--- src/rtl/fifo_flex.sv ---
// rtl/fifo_flex.sv - parametrised single-clock FIFO with thresholds, count, FWFT mode, flush and error pulses
//
// Ports:
//   clk          rising-edge clock
//   rst          asynchronous active-low reset
//   flush        synchronous clear of pointers/count/status; overrides push and pop
//   push         write request, data_in stored when accepted
//   data_in      write data
//   pop          read request
//   data_out     read data (registered in FWFT=0, fall-through in FWFT=1)
//   data_valid   FWFT=0: one-cycle pulse after an accepted pop; FWFT=1: !empty
//   count        occupancy 0..DEPTH
//   full, empty  count == DEPTH, count == 0
//   almost_full  count >= AF_LEVEL
//   almost_empty count <= AE_LEVEL
//   overflow     one-cycle pulse after a rejected push
//   underflow    one-cycle pulse after a rejected pop
module fifo_flex #(
    parameter int DATA_WIDTH = 8,
    parameter int ADDR_WIDTH = 3,
    parameter int AF_LEVEL   = (2 ** ADDR_WIDTH) - 2,
    parameter int AE_LEVEL   = 1,
    parameter int FWFT       = 0
) (
    input  logic                  clk,
    input  logic                  rst,
    input  logic                  flush,
    input  logic                  push,
    input  logic [DATA_WIDTH-1:0] data_in,
    input  logic                  pop,
    output logic [DATA_WIDTH-1:0] data_out,
    output logic                  data_valid,
    output logic [ADDR_WIDTH:0]   count,
    output logic                  full,
    output logic                  empty,
    output logic                  almost_full,
    output logic                  almost_empty,
    output logic                  overflow,
    output logic                  underflow
);

    localparam int DEPTH = 2 ** ADDR_WIDTH;
    localparam logic [ADDR_WIDTH:0]   DEPTH_C = (ADDR_WIDTH + 1)'(DEPTH);
    localparam logic [ADDR_WIDTH:0]   AF_C    = (ADDR_WIDTH + 1)'(AF_LEVEL);
    localparam logic [ADDR_WIDTH:0]   AE_C    = (ADDR_WIDTH + 1)'(AE_LEVEL);
    localparam logic [ADDR_WIDTH:0]   CNT_ONE = (ADDR_WIDTH + 1)'(1);
    localparam logic [ADDR_WIDTH-1:0] PTR_ONE = ADDR_WIDTH'(1);

    logic [DATA_WIDTH-1:0] mem [DEPTH];
    logic [ADDR_WIDTH-1:0] wr_ptr;
    logic [ADDR_WIDTH-1:0] rd_ptr;
    logic                  push_ok;
    logic                  pop_ok;

    // All status flags decode the registered count only, so push/pop never
    // reach a flag combinationally.
    assign full         = (count == DEPTH_C);
    assign empty        = (count == '0);
    assign almost_full  = (count >= AF_C);
    assign almost_empty = (count <= AE_C);

    // A push into a full FIFO is still taken when a pop frees the slot in
    // the same cycle; a pop from an empty FIFO is never bypassed.
    assign pop_ok  = pop & ~empty;
    assign push_ok = push & (~full | pop_ok);

    always_ff @(posedge clk or negedge rst) begin
        if (!rst) begin
            wr_ptr    <= '0;
            rd_ptr    <= '0;
            count     <= '0;
            overflow  <= 1'b0;
            underflow <= 1'b0;
        end else if (flush) begin
            wr_ptr    <= '0;
            rd_ptr    <= '0;
            count     <= '0;
            overflow  <= 1'b0;
            underflow <= 1'b0;
        end else begin
            if (push_ok) begin
                wr_ptr <= wr_ptr + PTR_ONE;
            end
            if (pop_ok) begin
                rd_ptr <= rd_ptr + PTR_ONE;
            end
            case ({push_ok, pop_ok})
                2'b10:   count <= count + CNT_ONE;
                2'b01:   count <= count - CNT_ONE;
                default: count <= count;
            endcase
            overflow  <= push & ~push_ok;
            underflow <= pop & ~pop_ok;
        end
    end

    // Storage is not reset or flushed; the pointers define what is valid.
    always_ff @(posedge clk) begin
        if (rst && !flush && push_ok) begin
            mem[wr_ptr] <= data_in;
        end
    end

    generate
        if (FWFT == 0) begin : g_registered
            always_ff @(posedge clk or negedge rst) begin
                if (!rst) begin
                    data_out   <= '0;
                    data_valid <= 1'b0;
                end else if (flush) begin
                    // data_out deliberately keeps the last word read
                    data_valid <= 1'b0;
                end else begin
                    data_valid <= pop_ok;
                    if (pop_ok) begin
                        data_out <= mem[rd_ptr];
                    end
                end
            end
        end else begin : g_fall_through
            // Forced to zero while empty so stale storage never shows and the
            // output is zero straight out of reset.
            assign data_out   = empty ? '0 : mem[rd_ptr];
            assign data_valid = ~empty;
        end
    endgenerate

endmodule

--- config.mk ---
export PLATFORM = sky130hd
export DESIGN_NAME = fifo_flex
export DESIGN_NICKNAME = d
export VERILOG_FILES = /design/src/rtl/fifo_flex.sv
export SDC_FILE = /design/constraint.sdc
export NUM_CORES = 1
export LEC_CHECK = 0
export BUFFER_PORTS_ARGS = -buffer_cell sky130_fd_sc_hd__buf_2
export CAP_MARGIN = 20
export CORE_MARGIN = 3
export CORE_UTILIZATION = 53
export DETAILED_ROUTE_END_ITERATION = 8
export GPL_TIMING_DRIVEN = 0
export HOLD_SLACK_MARGIN = 0.05
export PLACE_DENSITY = 0.75
export SYNTH_ARGS = -nofsm -noshare
export SYNTH_HDL_FRONTEND = slang
export SYNTH_SLANG_ARGS = --single-unit
--- constraint.sdc ---
create_clock -name clk -period 2.25 [get_ports clk]
set_clock_uncertainty 0.1 [all_clocks]
set_input_delay 0.225 -clock clk [delete_from_list [all_inputs] [get_ports clk]]
set_output_delay 0.225 -clock clk [all_outputs]
set_load 0.05 [all_outputs]
==> run summary <==
## Setup path
- **highest net fanout along the worst path** 8
- **minimum setup slack among reg-to-reg paths** -90 ps
- **startpoint of the worst setup timing path** count[0]
- **CP Data Arrival Time** 2220 ps
- **R2R Path Start** count[0]
- **endpoint of the worst register-to-register path** mem[7][0]
- **Worst Setup Start Kind** register
- **endpoint of the most critical setup path** mem[7][0]
- **required time of the critical path** 2130 ps
- **Register-to-Register Path Depth** 6
- **kind of critical path** register to register
- **endpoint class of the critical path** register

## Yosys
- **EDFF count, synth** 64
- **unique cell type count in the Yosys netlist** 37
- **cell taking the most area after synthesis** sky130_fd_sc_hd__edfxtp_1
- **total nets after synthesis** 258
- **largest cells by area after synthesis** sky130_fd_sc_hd__edfxtp_1, sky130_fd_sc_hd__dfrtp_1, sky130_fd_sc_hd__mux2i_1
- **list of most frequent post-synthesis cells** sky130_fd_sc_hd__edfxtp_1, sky130_fd_sc_hd__mux2i_1, sky130_fd_sc_hd__dfrtp_1, sky130_fd_sc_hd__nor2_1, sky130_fd_sc_hd__nand2_1
- **number of storage elements in the synthesis netlist** 85
- **share of the yosys chip area belonging to registers** 0.6820
- **post-synth design cell area** 0.003588 mm^2
- **Syn Inst Count** 238
- **most common cell in the synthesized netlist** sky130_fd_sc_hd__edfxtp_1
- **Yosys top cell area share** 0.5356
- **share of synthesized flip-flops with an asynchronous set or reset** 0.2471
- **flip-flop cell with the highest count after synthesis** sky130_fd_sc_hd__edfxtp_1
- **number of synthesis warnings** 0
- **Post-Synthesis Mean Instance Area** 15.08 um^2

## Routing
- **routed via count** 2,092
- **total length of routed wires** 6796 um
- **via density per instance** 5.639
- **mean routed wirelength per cell** 18.32 um
- **number of DRC markers after the initial detailed-route iteration** 132
- **count of antenna-violating nets left after detailed routing** 0
- **DR pass1 iterations** 4
- **DRC viols** 0

## STA
- **RSZ-0062 raised after global routing** yes
- **least setup slack across all paths after layout** -88.39 ps
- **final count of negative-setup-slack endpoints** 24
- **total count of max-transition violations in the final report** 0
- **highest clock frequency the design can meet** 427.6 MHz
- **setup_tns** -1709 ps
- **minimum period implied by the final worst setup slack** 2338 ps
- **final worst-path cycle share** 1.039
- **Least-Margin Pin Slew** 805.0 ps
- **final hold viol count** 0
- **slew margin rel.** 0.4613

## Final layout
- **area occupied by multi-input gates** 0.001122 mm^2
- **layout-stage area growth over the synthesis result** 18.69%
- **register cell area after layout** 0.002450 mm^2
- **count of inserted antenna diode cells** 0
- **ratio of cells with drive above 1 in the final layout** 0.2653
- **count of filler cells inserted in the layout** 468
- **net total in the final layout** 309

## Clock network
- **CTS tree** built
- **Worst-path clk slew** 80 ps
- **H-tree depth reported by CTS** 3
- **Clk Tree Root Cell** sky130_fd_sc_hd__clkbuf_8
- **number of buffers added by the clock tree synthesis step** 9
- **Worst-Skew Late Latency** 350 ps
- **number of buffers between clock root and the deepest sink** 2
- **Clock Sink Count** 85

## Placed design
- **DP Worst Slack** -193.4 ps
- **detailed placement HPWL** 4330 um
- **number of buffers inserted by port buffering** 29
- **gpl congestion** 0.7918

## Worst hold path
- **worst min-delay path category** input port to register

## GRT
- **busiest layer in global routing** met2
- **global-route usage over all layers** 0.1856
- **first-pass GRT wire length** 10,170 um
- **number of global-route vias before repair** 2,024
- **initial antenna violation count** 0
- **pin count of the biggest net entering global routing** 26
- **global-route met3 utilization** 0.03259
- **met2 Track Usage GR** 0.2984
- **met1 usage** 0.2373
- **Congestion Overflow GR** 0

## Power and ir drop
- **Leakage Power** 1.581 nW
- **Power, Total** 4.549 mW
- **Max IR drop VDD** 542.3 uV
- **Power per Cell Area** 1068 mW/mm^2

## Floorplanning
- **die span in x** 88.29 um
- **die boundary height** 88.29 um
- **row count** 29
- **Placeable Area** 0.006459 mm^2
- **overall die area** 0.007794 mm^2
- **Ports** 32
- **initial standard-cell utilization of the core** 0.5556

## Run status
- **result of the run** finished, violations left
- **violated checks** negative setup slack

## Run
- **count of max-cap constraint violations** 0

[cells in the final DEF, fill, tap and decap left out, drive strengths merged, types with 2 or more instances in the layout]
cell type	synthesis	final
clkinv	0	2
bufinv	0	2
nor3	6	6
nor2	19	19
o21ai	4	4
inv	5	6
buf	7	39
or3b	3	3
dfrtp	21	21
a21oi	4	4
a221oi	8	8
xor2	6	6
nand2	10	10
nor2b	3	3
clkinvlp	0	2
mux2	10	10
a22o	8	8
dlygate4sd3	0	8
nand3	5	5
clkbuf	4	13
nand2b	3	3
ha	7	7
mux2i	33	33
edfxtp	64	64
[sequential cells by signal (all words and copies together) (netlist names)]
register,flops
rd_ptr,3
wr_ptr,3
data_out,8
count,4
data_valid,1
underflow,1
overflow,1
mem,64
[power breakdown]
part / total [mW] / internal (mW) / switching [mW]
registers: 1.89 / 1.81 / 0.0798
clock network: 1.18 / 0.628 / 0.554
logic: 1.47 / 0.490 / 0.984
total: 4.55 / 2.93 / 1.62
[worst min path at each step]
stage	from	to	slack [ps]	cells past startpoint
floorplan	rst	count[0]	-170	0
global placement	rst	data_valid	160	1
detailed placement	rst	data_valid	160	1
CTS	rst	data_valid	-240	1
global route	data_in[7]	mem[7][7]	90	1
finish	data_in[7]	mem[1][7]	80	1
[layer usage]
layer	wire, um	share of wire	up-vias
li1	-	-	1001
met5	0	0	-
met4	170	0.025	0
met2	3317	0.49	36
met1	3132	0.46	1040
met3	176	0.026	15
[critical path: stages, from the launching register on]
cell and delay, ps:
sky130_fd_sc_hd__dfrtp_2 440, sky130_fd_sc_hd__inv_2 80, sky130_fd_sc_hd__ha_4 160, sky130_fd_sc_hd__nand4bb_1 180, sky130_fd_sc_hd__and3_1 200, sky130_fd_sc_hd__nand2_1 140
sky130_fd_sc_hd__nor2_1 660
[cell type report]
type	count	share of cell area
buffer	11	0.01351
clock buffer	9	0.02908
clock inverter	7	0.02291
inverter	5	0.006169
multi-input combinational	137	0.2635
sequential	85	0.5752
tap	77	0.02262
timing repair buffer	40	0.06698
[through the flow]
stage	area (um^2)	hold WS, ps	instances	util
2_1_floorplan	3631	-170.6	238	-
3_3_place_gp	3872	156.2	344	0.5996
3_5_place_dp	3872	157.1	344	0.5996
4_1_cts	4184	-242.4	367	0.6478
5_1_grt	4259	85.18	371	0.6594
6_report	4259	76.51	371	0.6594
[repair_timing]
action	CTS	global route
setup buffers	0	2
resized for setup	5	1
hold endpoints to repair	72	21
endpoints found under the setup margin	56	59
hold buffers	7	2
pin swaps	0	2
[logic make-up (layout without fill, tap and decap cells)]
kind of cell	count (synthesis)	in the layout	share of synthesized area
AOI/OAI and AO/OA	26	26	0.05648
xor gates and xnor gates	6	6	0.01464
adders and majority gates	7	7	0.02441
buffers and inverters	16	72	0.02127
DFF	85	85	0.6820
muxes	43	43	0.1234
and+or+nand+nor	55	55	0.07776
No activity file was read; power rests on OpenSTA's default activity.
